==> src/rtl/id_exp_scheduler_if.sv <==
// Requester-side bundle of the Id_exp scheduler: request/operand inputs, grant pulses and result registers.
// Handshake: req[i] is a level held with stable operands until granted; rslt_valid[i]/rslt_ack[i] is valid/ready (pop when both high).
interface id_exp_scheduler_if #(
    parameter int NREQ   = 4,
    parameter int SINGLE = 32
);
    logic [NREQ-1:0]        req;
    logic [NREQ*SINGLE-1:0] T_in;
    logic [NREQ*SINGLE-1:0] Ns_in;
    logic [NREQ*SINGLE-1:0] Vd_in;
    logic [NREQ-1:0]        gnt;
    logic [NREQ-1:0]        rslt_valid;
    logic [NREQ-1:0]        rslt_ack;
    logic [NREQ*SINGLE-1:0] rslt_data;

    modport master (
        output req, T_in, Ns_in, Vd_in, rslt_ack,
        input  gnt, rslt_valid, rslt_data
    );

    modport slave (
        input  req, T_in, Ns_in, Vd_in, rslt_ack,
        output gnt, rslt_valid, rslt_data
    );
endinterface

==> src/rtl/id_exp_scheduler.sv <==
// Round-robin scheduler sharing one fixed-latency Id_exp datapath among NREQ requesters, with a tag pipe routing results back.
// Optional macro ID_EXP_SCHED_PERF_EN adds issue_cnt and max_inflight performance outputs.
module id_exp_scheduler #(
    parameter int NREQ    = 4,
    parameter int LATENCY = 51,
    parameter int SINGLE  = 32
) (
    input  logic              clk,
    input  logic              rst,
    id_exp_scheduler_if.slave rq,
    output logic              dp_sta,
    output logic [SINGLE-1:0] dp_T,
    output logic [SINGLE-1:0] dp_Ns,
    output logic [SINGLE-1:0] dp_Vd,
    input  logic              dp_done,
    input  logic [SINGLE-1:0] dp_result,
    output logic              busy,
    output logic              tag_err
`ifdef ID_EXP_SCHED_PERF_EN
    ,
    output logic [31:0]       issue_cnt,
    output logic [3:0]        max_inflight
`endif
);
    localparam int PTR_W = $clog2(NREQ);

    logic [NREQ-1:0]        pending;
    logic [PTR_W-1:0]       ptr;
    logic [NREQ-1:0]        gnt_q;
    logic [NREQ-1:0]        rslt_valid_q;
    logic [NREQ*SINGLE-1:0] rslt_data_q;
    logic [NREQ-1:0]        tag_pipe [LATENCY];

    logic [NREQ-1:0]        elig;
    logic [NREQ-1:0]        win_oh;
    logic [PTR_W-1:0]       win_idx;
    logic                   win_found;
    logic [NREQ-1:0]        tail;
    logic [NREQ-1:0]        ack_hit;
    logic [NREQ-1:0]        capture;

    assign rq.gnt        = gnt_q;
    assign rq.rslt_valid = rslt_valid_q;
    assign rq.rslt_data  = rslt_data_q;
    assign busy          = |pending;

    // A requester stays ineligible from grant until its result is acknowledged.
    assign elig    = rq.req & ~pending;
    assign tail    = tag_pipe[LATENCY-1];
    assign ack_hit = rq.rslt_ack & rslt_valid_q;
    assign capture = dp_done ? tail : '0;

    always_comb begin
        int idx;
        idx       = 0;
        win_found = 1'b0;
        win_idx   = '0;
        win_oh    = '0;
        for (int off = 0; off < NREQ; off++) begin
            idx = int'(ptr) + off;
            if (idx >= NREQ) idx = idx - NREQ;
            if (!win_found && elig[idx]) begin
                win_found = 1'b1;
                win_idx   = PTR_W'(idx);
            end
        end
        if (win_found) win_oh[win_idx] = 1'b1;
    end

    always_ff @(posedge clk) begin
        if (rst) begin
            pending      <= '0;
            ptr          <= '0;
            gnt_q        <= '0;
            dp_sta       <= 1'b0;
            dp_T         <= '0;
            dp_Ns        <= '0;
            dp_Vd        <= '0;
            rslt_valid_q <= '0;
            rslt_data_q  <= '0;
            tag_err      <= 1'b0;
            for (int j = 0; j < LATENCY; j++) tag_pipe[j] <= '0;
        end else begin
            gnt_q  <= win_oh;
            dp_sta <= win_found;
            if (win_found) begin
                dp_T  <= rq.T_in[int'(win_idx)*SINGLE +: SINGLE];
                dp_Ns <= rq.Ns_in[int'(win_idx)*SINGLE +: SINGLE];
                dp_Vd <= rq.Vd_in[int'(win_idx)*SINGLE +: SINGLE];
                ptr   <= (int'(win_idx) == NREQ-1) ? '0 : win_idx + 1'b1;
            end
            pending <= (pending & ~ack_hit) | win_oh;

            // Stage 0 is fed by the registered grant so the tail lines up with dp_done.
            tag_pipe[0] <= gnt_q;
            for (int j = 1; j < LATENCY; j++) tag_pipe[j] <= tag_pipe[j-1];

            rslt_valid_q <= (rslt_valid_q & ~ack_hit) | capture;
            for (int i = 0; i < NREQ; i++) begin
                if (capture[i]) rslt_data_q[i*SINGLE +: SINGLE] <= dp_result;
            end

            if ((dp_done && tail == '0) || (!dp_done && tail != '0)) tag_err <= 1'b1;
        end
    end

`ifdef ID_EXP_SCHED_PERF_EN
    logic [3:0] inflight;

    always_comb begin
        inflight = '0;
        for (int j = 0; j < LATENCY; j++) inflight = inflight + {3'b000, |tag_pipe[j]};
    end

    always_ff @(posedge clk) begin
        if (rst) begin
            issue_cnt    <= '0;
            max_inflight <= '0;
        end else begin
            if (dp_sta) issue_cnt <= issue_cnt + 32'd1;
            if (inflight > max_inflight) max_inflight <= inflight;
        end
    end
`endif
endmodule
==> src/flat_wrapper.sv <==
// flat-port wrapper written by rule: the top's interface ports become plain ports
module id_exp_scheduler_flat 
#(
    parameter int NREQ    = 4,
    parameter int LATENCY = 51,
    parameter int SINGLE  = 32
)
  (clk, rst, dp_sta, dp_T, dp_Ns, dp_Vd, dp_done, dp_result, busy, tag_err, rq_req, rq_T_in, rq_Ns_in, rq_Vd_in, rq_rslt_ack, rq_gnt, rq_rslt_valid, rq_rslt_data);
  id_exp_scheduler_if #(.NREQ(NREQ), .SINGLE(SINGLE)) rq_i ();
  input  logic clk;
  input  logic rst;
  output logic dp_sta;
  output logic [SINGLE-1:0] dp_T;
  output logic [SINGLE-1:0] dp_Ns;
  output logic [SINGLE-1:0] dp_Vd;
  input  logic dp_done;
  input  logic [SINGLE-1:0] dp_result;
  output logic busy;
  output logic tag_err;
  input wire logic [$bits(rq_i.req)-1:0] rq_req;
  input wire logic [$bits(rq_i.T_in)-1:0] rq_T_in;
  input wire logic [$bits(rq_i.Ns_in)-1:0] rq_Ns_in;
  input wire logic [$bits(rq_i.Vd_in)-1:0] rq_Vd_in;
  input wire logic [$bits(rq_i.rslt_ack)-1:0] rq_rslt_ack;
  output wire logic [$bits(rq_i.gnt)-1:0] rq_gnt;
  output wire logic [$bits(rq_i.rslt_valid)-1:0] rq_rslt_valid;
  output wire logic [$bits(rq_i.rslt_data)-1:0] rq_rslt_data;
  assign rq_i.req = rq_req;
  assign rq_i.T_in = rq_T_in;
  assign rq_i.Ns_in = rq_Ns_in;
  assign rq_i.Vd_in = rq_Vd_in;
  assign rq_i.rslt_ack = rq_rslt_ack;
  assign rq_gnt = rq_i.gnt;
  assign rq_rslt_valid = rq_i.rslt_valid;
  assign rq_rslt_data = rq_i.rslt_data;
  id_exp_scheduler #(.NREQ(NREQ), .LATENCY(LATENCY), .SINGLE(SINGLE)) u_core (.clk(clk), .rst(rst), .rq(rq_i), .dp_sta(dp_sta), .dp_T(dp_T), .dp_Ns(dp_Ns), .dp_Vd(dp_Vd), .dp_done(dp_done), .dp_result(dp_result), .busy(busy), .tag_err(tag_err));
endmodule
==> config.mk <==
export PLATFORM = sky130hd
export DESIGN_NAME = id_exp_scheduler_flat
export DESIGN_NICKNAME = d
export VERILOG_FILES = /design/src/rtl/id_exp_scheduler_if.sv /design/src/rtl/id_exp_scheduler.sv /design/src/flat_wrapper.sv
export SDC_FILE = /design/constraint.sdc
export NUM_CORES = 1
export LEC_CHECK = 0
export ABC_AREA = 0
export BUFFER_PORTS_ARGS = -buffer_cell sky130_fd_sc_hd__buf_2
export CORE_AREA = 2 2 260 262
export CTS_CLUSTER_DIAMETER = 50
export DETAILED_ROUTE_END_ITERATION = 7
export DIE_AREA = 0 0 262 264
export PLACE_DENSITY = 0.57
export SLEW_MARGIN = 40
export SYNTH_ARGS = -nofsm -noshare
export SYNTH_HDL_FRONTEND = slang
export SYNTH_SLANG_ARGS = --single-unit
==> constraint.sdc <==
create_clock -name clk -period 2.5 [get_ports clk]
set_clock_uncertainty 0.1 [all_clocks]
set_input_delay 0.5 -clock clk [delete_from_list [all_inputs] [get_ports clk]]
set_output_delay 0.5 -clock clk [all_outputs]
set_load 0.01 [all_outputs]
==> flow_metrics.env <==
export IMPL_rrSetupSlack_ns=0.20
export IMPL_hpwl_um=42100
export IMPL_ioPinCount=662
export IMPL_via_per_inst=4.42
export IMPL_critical_path_class="reg -> out"
export IMPL_firstDrtPassIters=5
export IMPL_synth_avg_cell_area_sq_um=9.25
export IMPL_wirelength_um=58100
export IMPL_r2r_end="u_core.dp_Ns[6]"
export IMPL_root_buffer="clkbuf_16"
export IMPL_max_freq_mhz=414
export IMPL_grt_ovfl_total=0
export IMPL_grt_max_degree=204
export IMPL_mostFrequentLayoutCell="buf_2"
export IMPL_pre_cts_ws_ns=-0.00807
export IMPL_initial_core_util_pct=25.3
export IMPL_rows=95
export IMPL_syn_instance_count=1819
export IMPL_grt_use_total_pct=16.1
export IMPL_wl_per_cell_um=17.1
export IMPL_p_leak_nw=10.4
export IMPL_topRoutingLayerUsed="met5"
export IMPL_synth_top_flop_cell="dfxtp_1"
export IMPL_r2r_start="u_core.pending[2]"
export IMPL_final_setup_worst_slack_ns=0.0869
export IMPL_met3WireLength_um=4360
export IMPL_reg2regPathDepth=7
export IMPL_min_period_ns=2.41
export IMPL_wl_met1_um=24600
export IMPL_grt_setup_unrepaired="false"
export IMPL_drc=0
export IMPL_max_slew_worst_pin_slew_ns=0.727
export IMPL_arrival_ns=1.81
export IMPL_slew_headroom_pct=51.5
export IMPL_power_density_nw_per_um2=1020
export IMPL_status="completed"
export IMPL_yosysWarnings=0
export IMPL_cts_max_level=2
export IMPL_wl_met2_um=27300
export IMPL_synth_edf_count=0
export IMPL_drt_first_iter_violations=964
export IMPL_io_buffers=661
export IMPL_clock_latency_ns=0.64
export IMPL_coreArea_sq_um=66600
export IMPL_vias=15000
export IMPL_ys_seq_area_share_pct=52.8
export IMPL_irDropWorstVdd_uv=542
export IMPL_antenna_left=0
export IMPL_hold_depth=3
export IMPL_final_cell_mix="660 x buf_2, 444 x dfxtp_1, 360 x nand2_1"
export IMPL_cp_required_ns=1.90
export IMPL_end_kind="output pin"
export IMPL_fin_nets=2900
export IMPL_first_global_vias=14500
export IMPL_hold_start="dp_result[22]"
export IMPL_drive_gt1_share_pct=34.3
export IMPL_hold_path_end="u_core.rq.rslt_data[118]"
export IMPL_dieHeight_um=264
export IMPL_cts_clk_slew_worst_paths_ns=0.06
export IMPL_finalHoldViolCount=0
export IMPL_cap_violations=0
export IMPL_dieArea_sq_um=69200
export IMPL_syn_nets=2247
export IMPL_critPathMaxFanout=3
export IMPL_syn_to_final_growth_pct=39.5
export IMPL_finalSetupViolCount=0
export IMPL_slew_viol_final=0
export IMPL_layout_cells_non_filler=3403
export IMPL_clockBufferDepth=3
export IMPL_grt_pass1_wl_um=86000
export IMPL_synth_area_sq_um=16800
export IMPL_die_x_um=262
export IMPL_placedCellCount=3277
export IMPL_async_flop_share_pct=0
export IMPL_timing_final_crit_share_pct=96.5
export IMPL_antenna_found_initial=20
export IMPL_synth_seq_cells=444
export IMPL_hold_class="in -> reg"
export IMPL_gp_congestion=0.861
export IMPL_cts_buffers=55
export IMPL_clock_sinks=444
export IMPL_cts_tree="built"
export IMPL_synth_distinct_cells=40
export IMPL_critPathLaunchType="flip-flop"
## cells in the mapped netlist, drive strengths merged (2+ instances only)
cell type / count / area, sq um
a211oi: 2 / 20.0
a21boi: 96 / 721
a21oi: 132 / 661
a31o: 3 / 26.3
and2: 7 / 43.8
and3: 97 / 607
buf: 30 / 273
clkbuf: 121 / 454
dfxtp: 444 / 8890
inv: 2 / 7.51
mux2i: 96 / 961
nand2: 361 / 1360
nand2b: 7 / 43.8
nor2: 6 / 22.5
nor2b: 207 / 1300
o211ai: 97 / 828
o21ai: 98 / 490
## logic make-up after synthesis
logic type	Yosys count	share of synthesized area, %
fa+ha+maj	1	0.0744
flops	444	52.8
buf+inv	153	4.37
compound gates	432	16.6
xor+xnor	1	0.0521
simple gates	692	20.4
mux	96	5.71
## stage by stage
stage | total power [mW] | setup TNS (ns) | instance area (sq um) | util [%] | hold slack [ns]
4_1_cts | 24.3 | 0 | 23400 | 35.2 | 0.00113
6_report | 23.9 | 0 | 23500 | 35.2 | 0.0397
2_1_floorplan | 12.7 | 0 | 16800 | - | 0.314
3_5_place_dp | 15.7 | -0.00807 | 21300 | 32.1 | 0.320
3_3_place_gp | 15.7 | 0 | 21300 | 32.1 | 0.315
5_1_grt | 25.2 | 0 | 23500 | 35.2 | 0.0269
## what timing repair did
item	4_1_cts	5_1_grt
hold buffers	10	0
endpoints found under the hold margin	24	0
endpoints found under the setup margin	1	0
gates resized for setup	1	0
buffers inserted	0	0
## where the power goes
part / switching [mW] / internal (mW) / leakage, nW
sequential: 0.526 / 7.97 / 3.60
combinational: 3.97 / 3.11 / 5.87
clock: 3.39 / 4.96 / 0.924
## how the worst max path moves through the flow
stage,end,cells after the start,slack (ns),from
3_3_place_gp,u_core.dp_Ns[31],8,0.02,rq_req[1]
5_1_grt,busy,2,0.05,u_core.pending[1]
3_5_place_dp,u_core.dp_Vd[12],8,-0.008,rq_req[1]
6_report,busy,2,0.09,u_core.pending[1]
4_1_cts,busy,2,0.06,u_core.pending[1]
2_1_floorplan,u_core.pending[2],9,0.34,rq_req[1]
## per-layer routing
| layer | global-route usage, % | vias to the layer above |
|---|---|---|
| li1 | - | 7464 |
| met1 | 20.1 | 6934 |
| met2 | 26.2 | 516 |
| met3 | 4.36 | 121 |
| met4 | 6.05 | 10 |
| met5 | 0 | - |
## registers in the layout, indices dropped and copies added (netlist names)
name	count
u_core.tag_pipe	204
u_core.dp_sta	1
u_core.dp_Vd	32
u_core.pending	4
u_core.tag_err	1
u_core.rq.rslt_data	128
u_core.ptr	2
u_core.dp_T	32
u_core.rq.rslt_valid	4
u_core.dp_Ns	32
u_core.rq.gnt	4
## critical path, stage by stage, from the launching register on
cell and delay (ns):
dfxtp_1 0.35, or4_4 0.64, buf_2 0.19
## final cells by class
type                    count  area [sq um]
fillers                  6903         43100
clock buffers              70          1500
diodes                     12          30.0
clock inverters            33           452
flip-flops and latches    444          8890
inverters                   2          7.51
multi-input cells        1222          7240
well taps                 873          1090
repair buffers            747          4250
Power figures use the tool's default switching activity.
